`src/rtl/sccb_arbiter.sv`:
```
// sccb_arbiter: shares one sccb_protocol write engine between the
// power-up table sequencer (req0) and the runtime register writer (req1).
module sccb_arbiter #(
    parameter int PRIORITY_MODE = 0,
    parameter int GAP_CYCLES    = 250,
    parameter int BUSY_TIMEOUT  = 16,
    parameter int DONE_TIMEOUT  = 20000
) (
    input  logic       clk,
    input  logic       reset,
    input  logic       req0,
    input  logic [7:0] addr0,
    input  logic [7:0] data0,
    output logic       ack0,
    input  logic       req1,
    input  logic [7:0] addr1,
    input  logic [7:0] data1,
    output logic       ack1,
    output logic       err,
    input  logic       sccb_ready,
    output logic       sccb_start,
    output logic [7:0] sccb_sub_address,
    output logic [7:0] sccb_set_data,
    output logic       owner,
    output logic       busy
);

    typedef enum logic [2:0] {
        IDLE,
        ISSUE,
        WAIT_BUSY,
        WAIT_DONE,
        FINISH,
        GAP
    } state_t;

    localparam logic [15:0] GAP_LOAD  = 16'(GAP_CYCLES - 1);
    localparam logic [15:0] BUSY_LAST = 16'(BUSY_TIMEOUT - 2);
    localparam logic [15:0] DONE_LAST = 16'(DONE_TIMEOUT - 2);

    state_t      state_q, state_d;
    logic [15:0] cnt_q, cnt_d;
    logic [7:0]  addr_q, addr_d;
    logic [7:0]  data_q, data_d;
    logic        owner_q, owner_d;
    logic        last_q, last_d;
    logic        err_q, err_d;
    logic        grant_sel;

    // last_q holds the requester served most recently; reset value 1
    // makes req0 the favoured side of the first round-robin tie.
    always_comb begin
        grant_sel = ~req0;
        if (PRIORITY_MODE == 0 && req0 && req1) begin
            grant_sel = ~last_q;
        end
    end

    always_comb begin
        state_d = state_q;
        cnt_d   = cnt_q;
        addr_d  = addr_q;
        data_d  = data_q;
        owner_d = owner_q;
        last_d  = last_q;
        err_d   = err_q;
        unique case (state_q)
            IDLE: begin
                if ((req0 || req1) && sccb_ready) begin
                    addr_d  = grant_sel ? addr1 : addr0;
                    data_d  = grant_sel ? data1 : data0;
                    owner_d = grant_sel;
                    state_d = ISSUE;
                end
            end
            ISSUE: begin
                cnt_d   = '0;
                err_d   = 1'b0;
                state_d = WAIT_BUSY;
            end
            WAIT_BUSY: begin
                if (!sccb_ready) begin
                    cnt_d   = '0;
                    state_d = WAIT_DONE;
                end else if (cnt_q == BUSY_LAST) begin
                    err_d   = 1'b1;
                    state_d = FINISH;
                end else begin
                    cnt_d = cnt_q + 16'd1;
                end
            end
            WAIT_DONE: begin
                if (sccb_ready) begin
                    err_d   = 1'b0;
                    state_d = FINISH;
                end else if (cnt_q == DONE_LAST) begin
                    err_d   = 1'b1;
                    state_d = FINISH;
                end else begin
                    cnt_d = cnt_q + 16'd1;
                end
            end
            FINISH: begin
                last_d  = owner_q;
                cnt_d   = GAP_LOAD;
                state_d = GAP;
            end
            GAP: begin
                if (cnt_q == 16'd0) begin
                    state_d = IDLE;
                end else begin
                    cnt_d = cnt_q - 16'd1;
                end
            end
            default: state_d = IDLE;
        endcase
    end

    always_ff @(posedge clk) begin
        if (reset) begin
            state_q <= IDLE;
            cnt_q   <= '0;
            addr_q  <= '0;
            data_q  <= '0;
            owner_q <= 1'b0;
            last_q  <= 1'b1;
            err_q   <= 1'b0;
        end else begin
            state_q <= state_d;
            cnt_q   <= cnt_d;
            addr_q  <= addr_d;
            data_q  <= data_d;
            owner_q <= owner_d;
            last_q  <= last_d;
            err_q   <= err_d;
        end
    end

    assign sccb_start       = (state_q == ISSUE);
    assign ack0             = (state_q == FINISH) && !owner_q;
    assign ack1             = (state_q == FINISH) && owner_q;
    assign err              = (state_q == FINISH) && err_q;
    assign busy             = (state_q != IDLE);
    assign owner            = owner_q;
    assign sccb_sub_address = addr_q;
    assign sccb_set_data    = data_q;

endmodule

```
`config.mk`:
```
export PLATFORM = sky130hd
export DESIGN_NAME = sccb_arbiter
export DESIGN_NICKNAME = d
export VERILOG_FILES = /design/src/rtl/sccb_arbiter.sv
export SDC_FILE = /design/constraint.sdc
export NUM_CORES = 1
export LEC_CHECK = 0
export ABC_CLOCK_PERIOD_IN_PS = 2750
export BUFFER_PORTS_ARGS = -buffer_cell sky130_fd_sc_hd__buf_2
export CORE_MARGIN = 5
export CORE_UTILIZATION = 30
export CTS_BUF_LIST = sky130_fd_sc_hd__clkbuf_4 sky130_fd_sc_hd__clkbuf_8 sky130_fd_sc_hd__clkbuf_16
export DETAILED_ROUTE_END_ITERATION = 6
export PLACE_DENSITY = 0.53
export SLEW_MARGIN = 10
export SYNTH_ARGS = -nofsm -noshare
export SYNTH_HDL_FRONTEND = slang
export SYNTH_SLANG_ARGS = --single-unit
```
`constraint.sdc`:
```
create_clock -name clk -period 2.75 [get_ports clk]
set_input_delay 0.825 -clock clk [delete_from_list [all_inputs] [get_ports clk]]
set_output_delay 0.825 -clock clk [all_outputs]
set_load 0.01 [all_outputs]
```
Yosys cells after proc, flatten, opt, wreduce, memory -nomap -nowiden --
Cells that the tools add are included.
Storage, ports and cells: register bits after elaboration 38, input port bits 37, bits in read-only memories 0, bits in writable memories 0, bits in latches 0, memories 0, output and inout port bits 22
Operators by class: div/mod/pow operators 0, shift-type cells 0, add/subtract/negate cells 2, mux-type cells 21, multipliers 0, eq/ne operators 17, reduce and logical (&&, ||, !) cells 16, order comparisons 0, bitwise operators 2
Operators with widths (number):
- $mux W16 | 5
- $pmux W16 S5 | 1
- $mux W3 | 6
- $pmux W3 S6 | 1
- $add A16 B1 Y16 const B | 1
- $eq A16 B15 Y1 const B | 1
- $eq A16 B4 Y1 const B | 1
- $logic_not A16 Y1 | 1
- $mux W8 | 2
- $sub A16 B1 Y16 const B | 1
- $ne A2 B2 Y1 const B | 7
- $ne A3 B3 Y1 const B | 3
- $reduce_and A4 Y1 | 2
- $eq A3 B2 Y1 const B | 2
- $eq A3 B3 Y1 const B | 2
- $reduce_bool A3 Y1 | 2
- $logic_and A1 B1 Y1 | 5
- $mux W1 | 5
- $reduce_and A5 Y1 | 1
- $reduce_bool A5 Y1 | 1
- $eq A3 B1 Y1 const B | 1
- $logic_not A3 Y1 | 1
- $pmux W1 S3 | 1
- $not A1 Y1 | 2
- 3 further kinds | 3

Logic depth before layout (Yosys ltp) --
word-level depth 4, depth in mapped cells 9, gate-level depth less buffers 7

Worst setup path before layout --
Ideal clock, no wire load.
path type input port to flip-flop, start input port sccb_ready, end register cnt_q[4], library setup time 122 ps, slack 620 ps, required time 2628 ps, arrival 2008 ps, cell stages on the path 5, path through clkbuf_1 o21ai_1 buf_2 a32oi_1 o311a_1
On the way: longest elaborated chain between the ends 2, elaborated cells between the ends (all ways) 5, classes of those cells eq/ne: 2; mux: 2; reduce/logical: 1
RTL lines:
- from (decl) | line 20 | input logic sccb_ready,
- $ne A3 B3 Y1 (no source line) (tied with other cells)
- $reduce_and A5 Y1 (no source line) or $pmux W16 S5 (tied branches)
- to (signal assigned) | line 130 | cnt_q <= cnt_d;
- to (decl) | line 42 | logic [15:0] cnt_q, cnt_d;
Several ways; a longest one is shown, not always the timed one. A chain may end at the register's enable or synchronous reset.

Worst setup path after layout --
start register state_q[1], end output port ack0
On the way: longest elaborated chain between the ends 2
RTL lines:
- from (decl) | line 41 | state_t state_q, state_d;
- from (signal assigned) | line 129 | state_q <= state_d;
- $eq A3 B3 Y1 | line 140 | assign ack0 = (state_q == FINISH) && !owner_q;
- $logic_and A1 B1 Y1 | line 140
- to (decl) | line 14 | output logic ack0,
No other way between the ends.

==> results.json <==
{
  "max_stage_delay_ns": 0.44,
  "synth_top_area_frac": 0.2569,
  "rsz0062_at_grt": "no",
  "p_int_w": 0.001276,
  "synth_seq_cells": 38,
  "crit_type": "flip-flop to primary output",
  "p_leak_nw": 1.337,
  "overflow": 0,
  "p_switching_w": 0.0007618,
  "p_clk_frac": 0.297,
  "grt_max_degree": 21,
  "clock_latency_ns": 0.31,
  "cts_sinks": 38,
  "avgSynthCellArea_um2": 8.366,
  "hpwl_um": 6463,
  "ys_warn_count": 0,
  "clk_path_buf_depth": 2,
  "synth-edff-count": 0,
  "hold_buffers": 0,
  "synth_fp_nets": 395,
  "io_pins": 59,
  "die_area_um2": 11960,
  "grt_busiest_layer": "met2",
  "worstPathArrival_ns": 1.61,
  "drt-initial-drc-count": 277,
  "drive_above_1_share": 0.2768,
  "yosysTopAreaCell": "dfxtp_1",
  "final_cell_count_no_fill": 534,
  "r2r_slack_ns": 0.50,
  "coreArea_um2": 9684,
  "critical_path_required_ns": 1.93,
  "antenna_cells": 0,
  "portBuffers": 58,
  "numCtsBuffers": 5,
  "switching_share": 0.3738,
  "finish.instance_area_um2": 3475,
  "row_count": 36,
  "cts_tree": "built",
  "postPlaceCellArea_um2": 3337,
  "antenna_found_initial": 0,
  "cts.reportedPaths.clkPinSlew_ns": 0.09,
  "drc": 0,
  "finalCriticalPeriod_ns": 2.436,
  "fin_crit_sh": 0.8858,
  "critPathMaxFanout": 13,
  "fin_skew_ns": 0.01326,
  "cts_max_level": 2,
  "power_frac_seq": 0.328,
  "root_buffer": "clkbuf_8",
  "gp_congestion": 0.8667,
  "synth.area.top_cells": "dfxtp_1, mux2i_1, a211oi_1, nor2_1, nor4_1",
  "relSlewSlack": 0.6191,
  "slew_viol_final": 0,
  "cap_violations": 0,
  "yosysSeqAreaShare": 0.2569,
  "async_reset_ff_frac": 0,
  "combinationalPowerShare": 0.375,
  "setup-violations-final": 0,
  "ys.flop_type": "dfxtp_1",
  "synth_cell_types": 79,
  "vias_per_cell": 5.543,
  "hold_class": "flip-flop to flip-flop",
  "initial_core_util": 0.3058,
  "clock.fmax_mhz": 410.5,
  "syn-cell-area_um2": 2962,
  "cts_resized": 0,
  "cts_setup_buffers": 0,
  "syn_to_final_growth_pct": 17.32,
  "power_density_nw_per_um2": 586.5,
  "worstSetupStartpointType": "flip-flop",
  "grt_util_met1": 0.2101,
  "slowest_stage": "nor2b_1",
  "grt_pass1_wl_um": 14810,
  "track_usage": 0.1548,
  "dr.pass1.iters": 5,
  "path_cells": "nor2b_1, nand2_1, nor2_1, buf_2",
  "nNetsFinal": 441,
  "tightest_slew_ns": 0.5713,
  "setup_tns_ns": 0,
  "vias": 2960,
  "die_w_um": 109.4,
  "synth_cells": 354,
  "die_h_um": 109.4,
  "critPathCaptureType": "primary output",
  "globalRouteMet3Util": 0.04521,
  "finalHoldViolations": 0,
  "outcome": "finished clean",
  "gr-usage-met2": 0.2345,
  "grt_pass1_vias": 2947,
  "wl_per_cell_um": 16.75,
  "peakVddDrop_uv": 337.3,
  "wl_um": 8942,
  "antenna_left": 0,
  "dp.cells": 526
}
## routing by layer
| layer | wire length, um | vias to the layer above |
|---|---|---|
| met4 | 149 | 0 |
| met2 | 3891 | 149 |
| li1 | - | 1459 |
| met3 | 859 | 12 |
| met1 | 4042 | 1340 |
| met5 | 0 | - |
## final timing paths
check	start	to	depth (start not counted)
setup / recovery	state_q[1]	ack0	4
hold / removal	last_q	last_q	1
hold reg to reg	last_q	last_q	1
setup reg to reg	cnt_q[0]	cnt_q[4]	8
## state kept, by name, summed over array words and instances, names as in the netlist
name and count:
err_q 1, sccb_sub_address 8, last_q 1, owner 1, sccb_set_data 8, cnt_q 16, state_q 3
## critical path, delay by kind of cell (launching register included)
| kind | cells | cell delay (ns) |
|---|---|---|
| DFF | 1 | 0.43 |
| buffers and inverters | 1 | 0.14 |
| and+or+nand+nor | 3 | 0.74 |
## synthesized netlist by cell type, types with 5 or more instances
cell      instances
buf_4             6
o21ai_0          11
nand2_1          20
o31ai_1           5
and3_1            8
a31oi_1           5
o32ai_1           6
clkbuf_1         10
a21oi_1           7
mux2i_1          20
nor2_1           31
a211oi_1         22
nand3_1           8
dfxtp_1          38
buf_2            14
o41ai_1           7
inv_1            11
nor4_1           13
nor3_1           12
nor2b_1           7
## stage by stage
| step | setup slack (ns) | hold slack [ns] | utilization | total power, W |
|---|---|---|---|---|
| floorplan | 0.6201 | 0.4302 | - | 0.001236 |
| global placement | 0.4517 | 0.4782 | 0.3446 | 0.001438 |
| detailed placement | 0.4242 | 0.4811 | 0.3446 | 0.001438 |
| CTS | 0.2898 | 0.5026 | 0.3588 | 0.002051 |
| global route | 0.1380 | 0.5232 | 0.3588 | 0.002162 |
| finish | 0.3139 | 0.4954 | 0.3588 | 0.002038 |
## placed cells by master, fill, tap and decap left out, types with 8 or more instances in the layout
master and n:
nor2_1 31, nor4_1 13, dfxtp_1 38, inv_1 11
mux2i_1 20, nand2_1 20, and3_1 8, buf_2 58
nand3_1 8, nor3_1 12, o21ai_0 10, buf_4 16
a211oi_1 22
## power groups by stage
stage	Combinational (W)	Clock (W)	Sequential, W
CTS	0.000760	0.000622	0.000669
global route	0.000838	0.000643	0.000681
finish	0.000764	0.000605	0.000669
floorplan	0.000563	0	0.000673
detailed placement	0.000757	0	0.000681
global placement	0.000759	0	0.000679
## layout make-up
cell class | count | area (um2)
clock buffers | 5 | 68.82
clock inverters | 3 | 68.82
fillers | 1018 | 6210
inverters | 12 | 45.04
multi-input cells | 269 | 1954
flip-flops and latches | 38 | 760.7
well taps | 133 | 166.4
repair buffers | 74 | 410.4
## kinds of logic after synthesis
logic type | share of synthesized area
adder cells (fa/ha/maj) | 0.01690
AO/OA/AOI/OAI | 0.2886
buffers and inverters | 0.08449
AND/OR/NAND/NOR | 0.2818
multiplexers | 0.07140
flip-flops | 0.2569
Note: power is estimated with default switching activity, not from simulation.
